File: config.mk
export PLATFORM = sky130hd
export DESIGN_NAME = uart_rx_ovs
export DESIGN_NICKNAME = d
export VERILOG_FILES = /design/src/rtl/uart_rx_ovs.sv
export SDC_FILE = /design/constraint.sdc
export NUM_CORES = 1
export LEC_CHECK = 0
export ABC_AREA = 0
export CELL_PAD_IN_SITES_DETAIL_PLACEMENT = 0
export CELL_PAD_IN_SITES_GLOBAL_PLACEMENT = 1
export CORE_AREA = 2 2 142 144
export DETAILED_ROUTE_END_ITERATION = 10
export DIE_AREA = 0 0 144 146
export GPL_ROUTABILITY_DRIVEN = 0
export GPL_TIMING_DRIVEN = 0
export PLACE_DENSITY_LB_ADDON = 0.1
export SYNTH_ARGS = -nofsm -noshare
export SYNTH_HDL_FRONTEND = slang
export SYNTH_SLANG_ARGS = --single-unit
File: constraint.sdc
create_clock -name clk -period 6.5 [get_ports clk]
set_clock_uncertainty 0.1 [all_clocks]
set_input_delay 0.65 -clock clk [delete_from_list [all_inputs] [get_ports clk]]
set_output_delay 0.65 -clock clk [all_outputs]
set_load 0.05 [all_outputs]
File: src/rtl/uart_rx_ovs.sv
// rtl/uart_rx_ovs.sv - 16x oversampling UART receiver with runtime frame format and FWFT FIFO
`timescale 1ns/1ps
module uart_rx_ovs #(
  parameter int DATA_W = 8,
  parameter int DIV_W  = 16,
  parameter int DEPTH  = 16,
  localparam int AW    = $clog2(DEPTH)
) (
  input  logic              clk,
  input  logic              rst,
  input  logic              rx_in,
  input  logic [DIV_W-1:0]  cfg_div,
  input  logic [1:0]        cfg_dbits,
  input  logic              cfg_par_en,
  input  logic              cfg_par_odd,
  input  logic              cfg_stop2,
  input  logic              rd_en,
  output logic [DATA_W-1:0] rd_data,
  output logic              rd_perr,
  output logic              rd_ferr,
  output logic              rd_brk,
  output logic              empty,
  output logic              full,
  output logic [AW:0]       cnt,
  output logic              overrun,
  input  logic              overrun_clr,
  output logic              busy
);
  typedef enum logic [2:0] {
    S_IDLE, S_START, S_DATA, S_PARITY, S_STOP1, S_STOP2, S_PUSH
  } state_t;
  state_t state, state_nxt;

  logic              sync1, sync2, hist;
  logic [DIV_W-1:0]  pre, div_s;
  logic [3:0]        os;
  logic              s7, s8;
  logic [1:0]        dbits_s;
  logic              par_en_s, par_odd_s, stop2_s;
  logic [DATA_W-1:0] data_r;
  logic [2:0]        bit_idx;
  logic              par_bit, perr_r, ferr_r, brk;
  logic              start_edge, tick, mid, bit_end, maj, last_bit, push;

  always_ff @(posedge clk or posedge rst) begin
    if (rst) begin
      sync1 <= 1'b1;
      sync2 <= 1'b1;
      hist  <= 1'b1;
    end else begin
      sync1 <= rx_in;
      sync2 <= sync1;
      hist  <= sync2;
    end
  end

  assign start_edge = hist & ~sync2;
  assign tick       = (pre == div_s);
  assign mid        = tick && (os == 4'd9);
  assign bit_end    = tick && (os == 4'd15);
  // third vote is the live line value at the count-9 tick
  assign maj        = (s7 & s8) | (s7 & sync2) | (s8 & sync2);
  assign last_bit   = (bit_idx == 3'(dbits_s) + 3'd4);

  always_ff @(posedge clk or posedge rst) begin
    if (rst) state <= S_IDLE;
    else     state <= state_nxt;
  end

  always_comb begin
    state_nxt = state;
    case (state)
      S_IDLE:   if (start_edge) state_nxt = S_START;
      S_START:  if (mid && maj) state_nxt = S_IDLE;
                else if (bit_end) state_nxt = S_DATA;
      S_DATA:   if (bit_end && last_bit) state_nxt = par_en_s ? S_PARITY : S_STOP1;
      S_PARITY: if (bit_end) state_nxt = S_STOP1;
      // a good first stop bit with two stops configured waits out the bit
      S_STOP1:  if (mid && !(stop2_s && maj)) state_nxt = S_PUSH;
                else if (bit_end) state_nxt = S_STOP2;
      S_STOP2:  if (mid) state_nxt = S_PUSH;
      S_PUSH:   state_nxt = S_IDLE;
      default:  state_nxt = S_IDLE;
    endcase
  end

  always_comb begin
    busy = (state != S_IDLE);
    push = (state == S_PUSH);
  end

  always_ff @(posedge clk or posedge rst) begin
    if (rst) begin
      pre       <= '0;
      os        <= '0;
      s7        <= 1'b1;
      s8        <= 1'b1;
      div_s     <= '0;
      dbits_s   <= '0;
      par_en_s  <= 1'b0;
      par_odd_s <= 1'b0;
      stop2_s   <= 1'b0;
      data_r    <= '0;
      bit_idx   <= '0;
      par_bit   <= 1'b0;
      perr_r    <= 1'b0;
      ferr_r    <= 1'b0;
    end else if (state == S_IDLE) begin
      pre <= '0;
      os  <= '0;
      if (start_edge) begin
        div_s     <= cfg_div;
        dbits_s   <= cfg_dbits;
        par_en_s  <= cfg_par_en;
        par_odd_s <= cfg_par_odd;
        stop2_s   <= cfg_stop2;
        data_r    <= '0;
        bit_idx   <= '0;
        par_bit   <= 1'b0;
        perr_r    <= 1'b0;
        ferr_r    <= 1'b0;
      end
    end else begin
      if (tick) begin
        pre <= '0;
        os  <= os + 4'd1;
      end else begin
        pre <= pre + DIV_W'(1);
      end
      if (tick && os == 4'd7) s7 <= sync2;
      if (tick && os == 4'd8) s8 <= sync2;
      if (mid) begin
        case (state)
          S_DATA:   data_r[bit_idx] <= maj;
          S_PARITY: begin
            par_bit <= maj;
            perr_r  <= ((^data_r) ^ maj) != par_odd_s;
          end
          S_STOP1, S_STOP2: if (!maj) ferr_r <= 1'b1;
          default: ;
        endcase
      end
      if (bit_end && state == S_DATA) bit_idx <= bit_idx + 3'd1;
    end
  end

  assign brk = ferr_r && (data_r == '0) && !par_bit;

  logic [DATA_W+2:0] mem [DEPTH];
  logic [AW-1:0]     wr_ptr, rd_ptr;
  logic              do_rd, do_wr;

  assign empty = (cnt == '0);
  assign full  = (cnt == (AW+1)'(DEPTH));
  assign do_rd = rd_en && !empty;
  assign do_wr = push && (!full || do_rd);

  always_ff @(posedge clk) begin
    if (do_wr) mem[wr_ptr] <= {brk, ferr_r, perr_r, data_r};
  end

  always_ff @(posedge clk or posedge rst) begin
    if (rst) begin
      wr_ptr  <= '0;
      rd_ptr  <= '0;
      cnt     <= '0;
      overrun <= 1'b0;
    end else begin
      if (do_wr) wr_ptr <= wr_ptr + AW'(1);
      if (do_rd) rd_ptr <= rd_ptr + AW'(1);
      if (do_wr && !do_rd)      cnt <= cnt + (AW+1)'(1);
      else if (!do_wr && do_rd) cnt <= cnt - (AW+1)'(1);
      if (push && !do_wr)   overrun <= 1'b1;
      else if (overrun_clr) overrun <= 1'b0;
    end
  end

  assign {rd_brk, rd_ferr, rd_perr, rd_data} = empty ? '0 : mem[rd_ptr];

endmodule
==> metrics.md <==
| Metric | Value |
|---|---|
| Status | finished clean |
| Cell Area, Placed | 11670 sq um |
| Tightest Pin Transition | 1.326 ns |
| Largest net degree at the start of global routing | 64 |
| Number of vias per cell | 5.683 |
| Max_cap viols | 0 |
| Port Buffers | 45 |
| Core Area | 19330 sq um |
| Reg2reg setup slack | 3.13 ns |
| CTS buffer count | 26 |
| Switching share of total power | 27.76% |
| Worst path arrival time | 3.79 ns |
| TritonCTS clock tree | done |
| CP Data Required Time | 5.75 ns |
| Setup_tns | 0 ns |
| PD cells | 347.2 nW/um^2 |
| Pins over their slew limit | 0 |
| Number of global-route vias before repair | 5938 |
| Clk buf depth | 3 |
| Synth cell count leaders | 176 x edfxtp_1, 72 x dfrtp_1, 55 x mux4_2 |
| ANT cells | 0 |
| Ratio of cells with drive above 1 in the final layout | 20.90% |
| Post-synthesis cell type count | 56 |
| Critical path endpoint category | primary output |
| Slew HR | 11.26% |
| Tot GR Track Use | 20.71% |
| First-pass iteration count of the detailed router | 4 |
| Clock power frac | 35.1% |
| Cts hold-fix bufs | 0 |
| Minimum clock period | 4.536 ns |
| Register area share after synthesis | 66.90% |
| Min-delay src | sync1 |
| Root buf cell | clkbuf_16 |
| Combinational fraction of design power | 20.3% |
| Die area | 21020 sq um |
| Peak Freq | 0.2205 GHz |
| Layout area overhead | 16.46% |
| H-tree Lvls | 1 |
| Top cells by area, synth | edfxtp_1 49%, dfrtp_1 17%, mux4_2 11%, xnor2_1 3.0%, mux2_2 2.5% |
| Post-CTS Resized | 0 |
| R2r worst-path depth | 5 |
| Setup violators final | 0 |
| Setup repair bufs after CTS | 0 |
| Die height | 146 microns |
| RR Startpoint | state[2] |
| First-pass GRT wire length | 33.29 mm |
| WS Path Type | flip-flop to primary output |
| HPWL after DPL | 14.12 mm |
| Final Cell Area | 12560 sq um |
| ANT nets after route | 0 |
| Synth area leader | edfxtp_1 |
| Final hold violations | 0 |
| CTS clk-pin slew, worst paths | 0.06 ns |
| Int Power | 0.003152 W |
| Worst Hold Depth | 0 |
| Most frequent cell after synthesis | edfxtp_1 |
| Reg2Reg Capture Point | mem[4][9] |
| DR WL/cell | 20.28 microns |
| Maximum VDD drop | 0.2244 mV |
| Ys async rst share | 30.43% |
| RSZ-0062 raised after global routing | no |
| Post-synth EDFFs | 176 |
| Initial core utilization | 55.80% |
| Clock sinks | 253 |
| Initial antenna violation count | 0 |
| Synthesized Nets | 703 |
| Worst Setup Start Kind | flip-flop |
| # DRC | 0 |
| DR iter-0 viols | 402 |
| Syn_area_per_cell | 16.40 sq um |
| Final nets | 781 |
| Post-Syn Area | 10790 sq um |
| # IOs | 46 |
| LEAKAGE | 4.896 nW |
| Most used DFF post-synth | edfxtp_1 |
| Yosys top cell area share | 48.99% |
| Flop pwr share | 44.6% |
| Grt total ovfl | 0 |
| Max FO, Critical Path | 10 |
| Final critical-path share of the clock period | 69.79% |
| NetSw | 0.001211 W |
| Num rows | 51 |
| Die Width | 144 microns |
| Yosys Warn Count | 0 |
| Setup crit start | rd_ptr[1] |
| Hold Crit Class | flip-flop to flip-flop |
| Worst skew pair latency | 0.52 ns |
| Post-Route WL | 20.71 mm |
| Post-synthesis cell count | 658 |
| Hold path endpoint | sync2 |
| Via count | 5802 |
| Synth Register Bits | 253 |
-- flip-flops by register name (all words and copies together) (netlist names), 2 cells and up --
register  flops
bit_idx       3
cnt           5
data_r        8
dbits_s       2
div_s        16
mem         176
os            4
pre          16
rd_ptr        4
state         3
wr_ptr        4
-- worst max-delay path, stage by stage, from the launching register on --
cell             delay, ns
dfrtp_1               0.34
clkbuf_1              0.47
clkbuf_1              0.64
mux4_2                0.46
mux4_2                0.49
nor2b_1               0.14
clkdlybuf4s50_1       0.72
-- logic make-up (layout without fill, tap and decap cells) --
| logic type | after synthesis | after routing | synth area share (%) |
|---|---|---|---|
| compound gates | 44 | 44 | 2.690 |
| fa+ha+maj | 20 | 20 | 2.366 |
| mux | 83 | 83 | 14.36 |
| flops | 253 | 253 | 66.90 |
| buf+inv | 53 | 151 | 2.018 |
| xor+xnor | 52 | 52 | 4.221 |
| simple gates | 153 | 153 | 7.445 |
-- worst max-delay path by stage --
| stage | endpoint | slack, ns | cells after the start |
|---|---|---|---|
| after floorplan | rd_data[1] | 3.44 | 4 |
| after global placement | mem[3][5] | 2.33 | 5 |
| after detailed placement | rd_data[1] | 2.48 | 6 |
| after CTS | rd_data[1] | 1.91 | 6 |
| after global routing | rd_data[1] | 1.78 | 6 |
| final | rd_data[1] | 1.96 | 6 |
-- final cells by class --
| type | instances | area (sq um) |
|---|---|---|
| flip-flops and latches | 253 | 7218 |
| inverters | 23 | 88.84 |
| well taps | 265 | 331.6 |
| clock inverters | 20 | 214.0 |
| plain buffers | 30 | 131.4 |
| fillers | 1357 | 6770 |
| multi-input cells | 352 | 3378 |
| repair buffers | 50 | 523.0 |
| clock buffers | 28 | 679.4 |
-- power groups by stage --
stage / clock network (W) / registers (W) / logic [W]
final: 0.00153 / 0.00195 / 0.000887
after global placement: 0 / 0.00197 / 0.000887
after global routing: 0.00162 / 0.00197 / 0.000967
after floorplan: 0 / 0.00200 / 0.000632
after CTS: 0.00156 / 0.00195 / 0.000906
after detailed placement: 0 / 0.00198 / 0.000904
-- placed cells by master, fill, tap and decap left out, types with 3 or more instances in the layout --
master and instances:
edfxtp_1 176, dfrtp_1 72, mux4_2 55, nor2_1 49, clkdlybuf4s50_1 45, xnor2_1 37
clkbuf_16 27, nand2_1 24, mux2_2 24, inv_1 22, clkbuf_1 18, ha_1 18
nor2b_1 15, xor2_1 15, nand4_1 12, nand3_1 11, o21ai_0 9, buf_2 9
o22ai_1 7, nor3_1 6, a31oi_1 6, clkinv_1 6, a21oi_1 5, o31ai_1 5
nand2b_1 5, buf_6 5, dfstp_2 5, mux2i_1 4, and3_1 4, nor3_2 4
clkinv_2 4, bufinv_16 4, buf_1 3, nand3b_1 3, clkinv_4 3
-- metrics by stage --
step | setup slack (ns) | power (W) | instances | hold WS, ns | util [%]
after floorplan | 3.445 | 0.002635 | 658 | 0.2452 | -
after global placement | 2.335 | 0.002861 | 968 | 0.2496 | 59.85
final | 1.964 | 0.004363 | 1021 | 0.2571 | 64.98
after CTS | 1.907 | 0.004414 | 1021 | 0.2586 | 64.98
after detailed placement | 2.477 | 0.002881 | 973 | 0.2491 | 60.36
after global routing | 1.778 | 0.004558 | 1021 | 0.2641 | 64.98
-- per-layer routing --
metal / GRT usage [%] / part of all wire, % / up-vias
met2: 34.79 / 51 / 163
li1: - / - / 2659
met4: 4.069 / 1.7 / 0
met5: 0 / 0 / -
met3: 3.093 / 4.8 / 27
met1: 29.29 / 42 / 2953
Power figures use the tool's default switching activity.
==> RTL change (config.mk and constraints unchanged) <==
The parameter `DATA_W` goes from 8 to 7.
--- a/src/rtl/uart_rx_ovs.sv
+++ b/src/rtl/uart_rx_ovs.sv
@@ -2,5 +2,5 @@
 `timescale 1ns/1ps
 module uart_rx_ovs #(
-  parameter int DATA_W = 8,
+  parameter int DATA_W = 7,
   parameter int DIV_W  = 16,
   parameter int DEPTH  = 16,
Interface: changed (resized rd_data); port bits go from 46 to 45. The function was not compared with the original's and may differ.
==> RTL change against the original RTL <==
Power fell by 6.8%; synthesized area fell by 5.7%; core utilization fell by 4.1 points; wire length fell by 2.5%; maximum frequency rose by 4.1%; first-iteration DRC count fell by 1.5%; final area fell by 6.3%; sequential cell count fell by 17; setup slack improved by 0.18 ns; register-to-register slack improved by 0.12 ns; critical endpoint is now rd_data[4]; largest cell class unchanged; highest routed layer unchanged.
==> RTL change: results (changes against the original RTL) <==
met3 Resource Use GR 2.86% (was 3.09%); postcts setup bufs 0 (unchanged); RR Startpoint state[1] (was state[2]); placed wire-length estimate 13900 µm (was 14100 µm); syn_nets 722 (was 703); Synth top cells by count 160 x edfxtp_1, 92 x nand2_1, 71 x dfrtp_1 (was 176 x edfxtp_1, 72 x dfrtp_1, 55 x mux4_2); Initial DRC Count 396 (was 402); slowest stage cell, crit path clkdlybuf4s50_1 (unchanged); status finished, final reports clean (unchanged); CTS H-tree depth 1 (unchanged); vias per cell 5.51 (was 5.68); number of CTS-inserted buffers 25 (was 26); Top FF cell, synth edfxtp_1 (unchanged); Root Driver clkbuf_16 (unchanged); first-pass GRT wire length 32800 µm (was 33300 µm); vias in the first global route 5989 (was 5938); clk slew on worst S/H paths 0.06 ns (about the same); biggest registers after layout mem (160), div_s (16), pre (16) (was mem (176), div_s (16), pre (16)); largest net degree at the start of global routing 62 (was 64); top post-synthesis cells by area edfxtp_1 47%, dfrtp_1 17%, mux4_2 11%, nand2_1 3.4%, xnor2_1 3.4% (was edfxtp_1 49%, dfrtp_1 17%, mux4_2 11%, xnor2_1 3.0%, mux2_2 2.5%); hold path start sync1 (unchanged); wire per inst 19.5 µm (was 20.3 µm); synth warn 0 (unchanged); Critical Path AT 3.61 ns (was 3.79 ns); n_diodes 0 (unchanged); GR Layer Usage met2 35.4% (was 34.8%); Crit Path Max Fanout 10 (unchanged); Hold Path End sync2 (unchanged); PostCTS Resize Cnt 0 (unchanged); I/O Buffers 44 (was 45); Worst-Skew Late Latency 0.51 ns; fillers 1487 (was 1357); Crit path largest cell delay 0.72 ns (about the same); initial antenna violation count 0 (unchanged); FFs w/ async S/R, synth 32.2% (was 30.4%); layout cells sized above 1 15.0% (was 20.9%); Max Root-Sink Buffers 3 (unchanged); number of enable flip-flop cells after synthesis 160 (was 176); Yosys cell types 50 (was 56); sequential fraction of the synthesis area 66.0% (was 66.9%); hold path cells 0 (unchanged); Final #Nets 798 (was 781); DR vias 5718 (was 5802); synthesized area per cell 15.0 µm² (was 16.4 µm²); Lkg Pwr 4.68 nW (was 4.90 nW); Peak VDD IR 0.187 mV (was 0.224 mV); DP Cell Count 992 (was 973); HP Class reg2reg (unchanged); GRT Util Overall 20.3% (was 20.7%); Slew @ Worst Pin 1.27 ns (was 1.33 ns); Detailed Routing Iterations Pass 1 5 (was 4); M1 GR Usage 27.3% (was 29.3%); R2R Path End mem[9][0] (was mem[4][9]); R2R Setup Slk 3.25 ns (was 3.13 ns); FF-to-FF path depth 5 (unchanged)
[RTL change: where the power goes]
group,switching [W],leakage [nW],total [W],internal (W)
registers,0.000128,2.78,0.00186,0.00173
logic,0.000530,1.55,0.000930,0.000400
clock network,0.000544,0.349,0.00128,0.000733
total,0.00120,4.68,0.00407,0.00286
[RTL change: cell families after synthesis]
group	count (synthesis)	share of synthesized area, %
flops	236	66.0
simple gates	214	10.3
mux	58	11.9
buf+inv	55	2.19
xor+xnor	50	4.30
compound gates	47	3.04
fa+ha+maj	18	2.29
[RTL change: layout make-up]
type | count | area share [%]
buffer | 29 | 1.06
clock inverter | 6 | 0.244
clock buffer | 39 | 5.93
sequential | 236 | 57.0
timing repair buffer | 49 | 4.36
tap | 265 | 2.82
inverter | 26 | 0.850
multi-input combinational | 387 | 27.7
[RTL change: worst max-delay path by stage]
stage                     depth (start not counted)       from          to
final                                             6  rd_ptr[0]  rd_data[4]
after global routing                              6  rd_ptr[0]  rd_data[4]
after CTS                                         6  rd_ptr[0]  rd_data[4]
after detailed placement                          6  rd_ptr[0]  rd_data[4]
after global placement                            5      rd_en   mem[4][3]
after floorplan                                   4     cnt[0]  rd_data[0]
[RTL change: layer usage]
| layer | part of all wire [%] | up-vias |
|---|---|---|
| li1 | - | 2655 |
| met1 | 44 | 2902 |
| met2 | 50 | 131 |
| met3 | 4.2 | 30 |
| met4 | 1.7 | 0 |
| met5 | 0 | - |
[RTL change: worst max-delay path: cells and delay by family (launching register included)]
kind                   cells  cell delay (ns)
buffers and inverters      3             1.51
muxes                      2             1.09
DFF                        1             0.35
and+or+nand+nor            1             0.15
[RTL change: per-stage QoR]
step | utilization (%) | power [W] | setup WS (ns) | cell area [µm²] | hold WS (ns)
5_1_grt | 60.9 | 0.00427 | 1.99 | 11800 | 0.262
3_5_place_dp | 57.1 | 0.00284 | 2.64 | 11000 | 0.248
2_1_floorplan | - | 0.00256 | 3.48 | 10200 | 0.245
3_3_place_gp | 56.6 | 0.00281 | 2.48 | 10900 | 0.250
4_1_cts | 60.9 | 0.00411 | 2.11 | 11800 | 0.256
6_report | 60.9 | 0.00407 | 2.14 | 11800 | 0.255
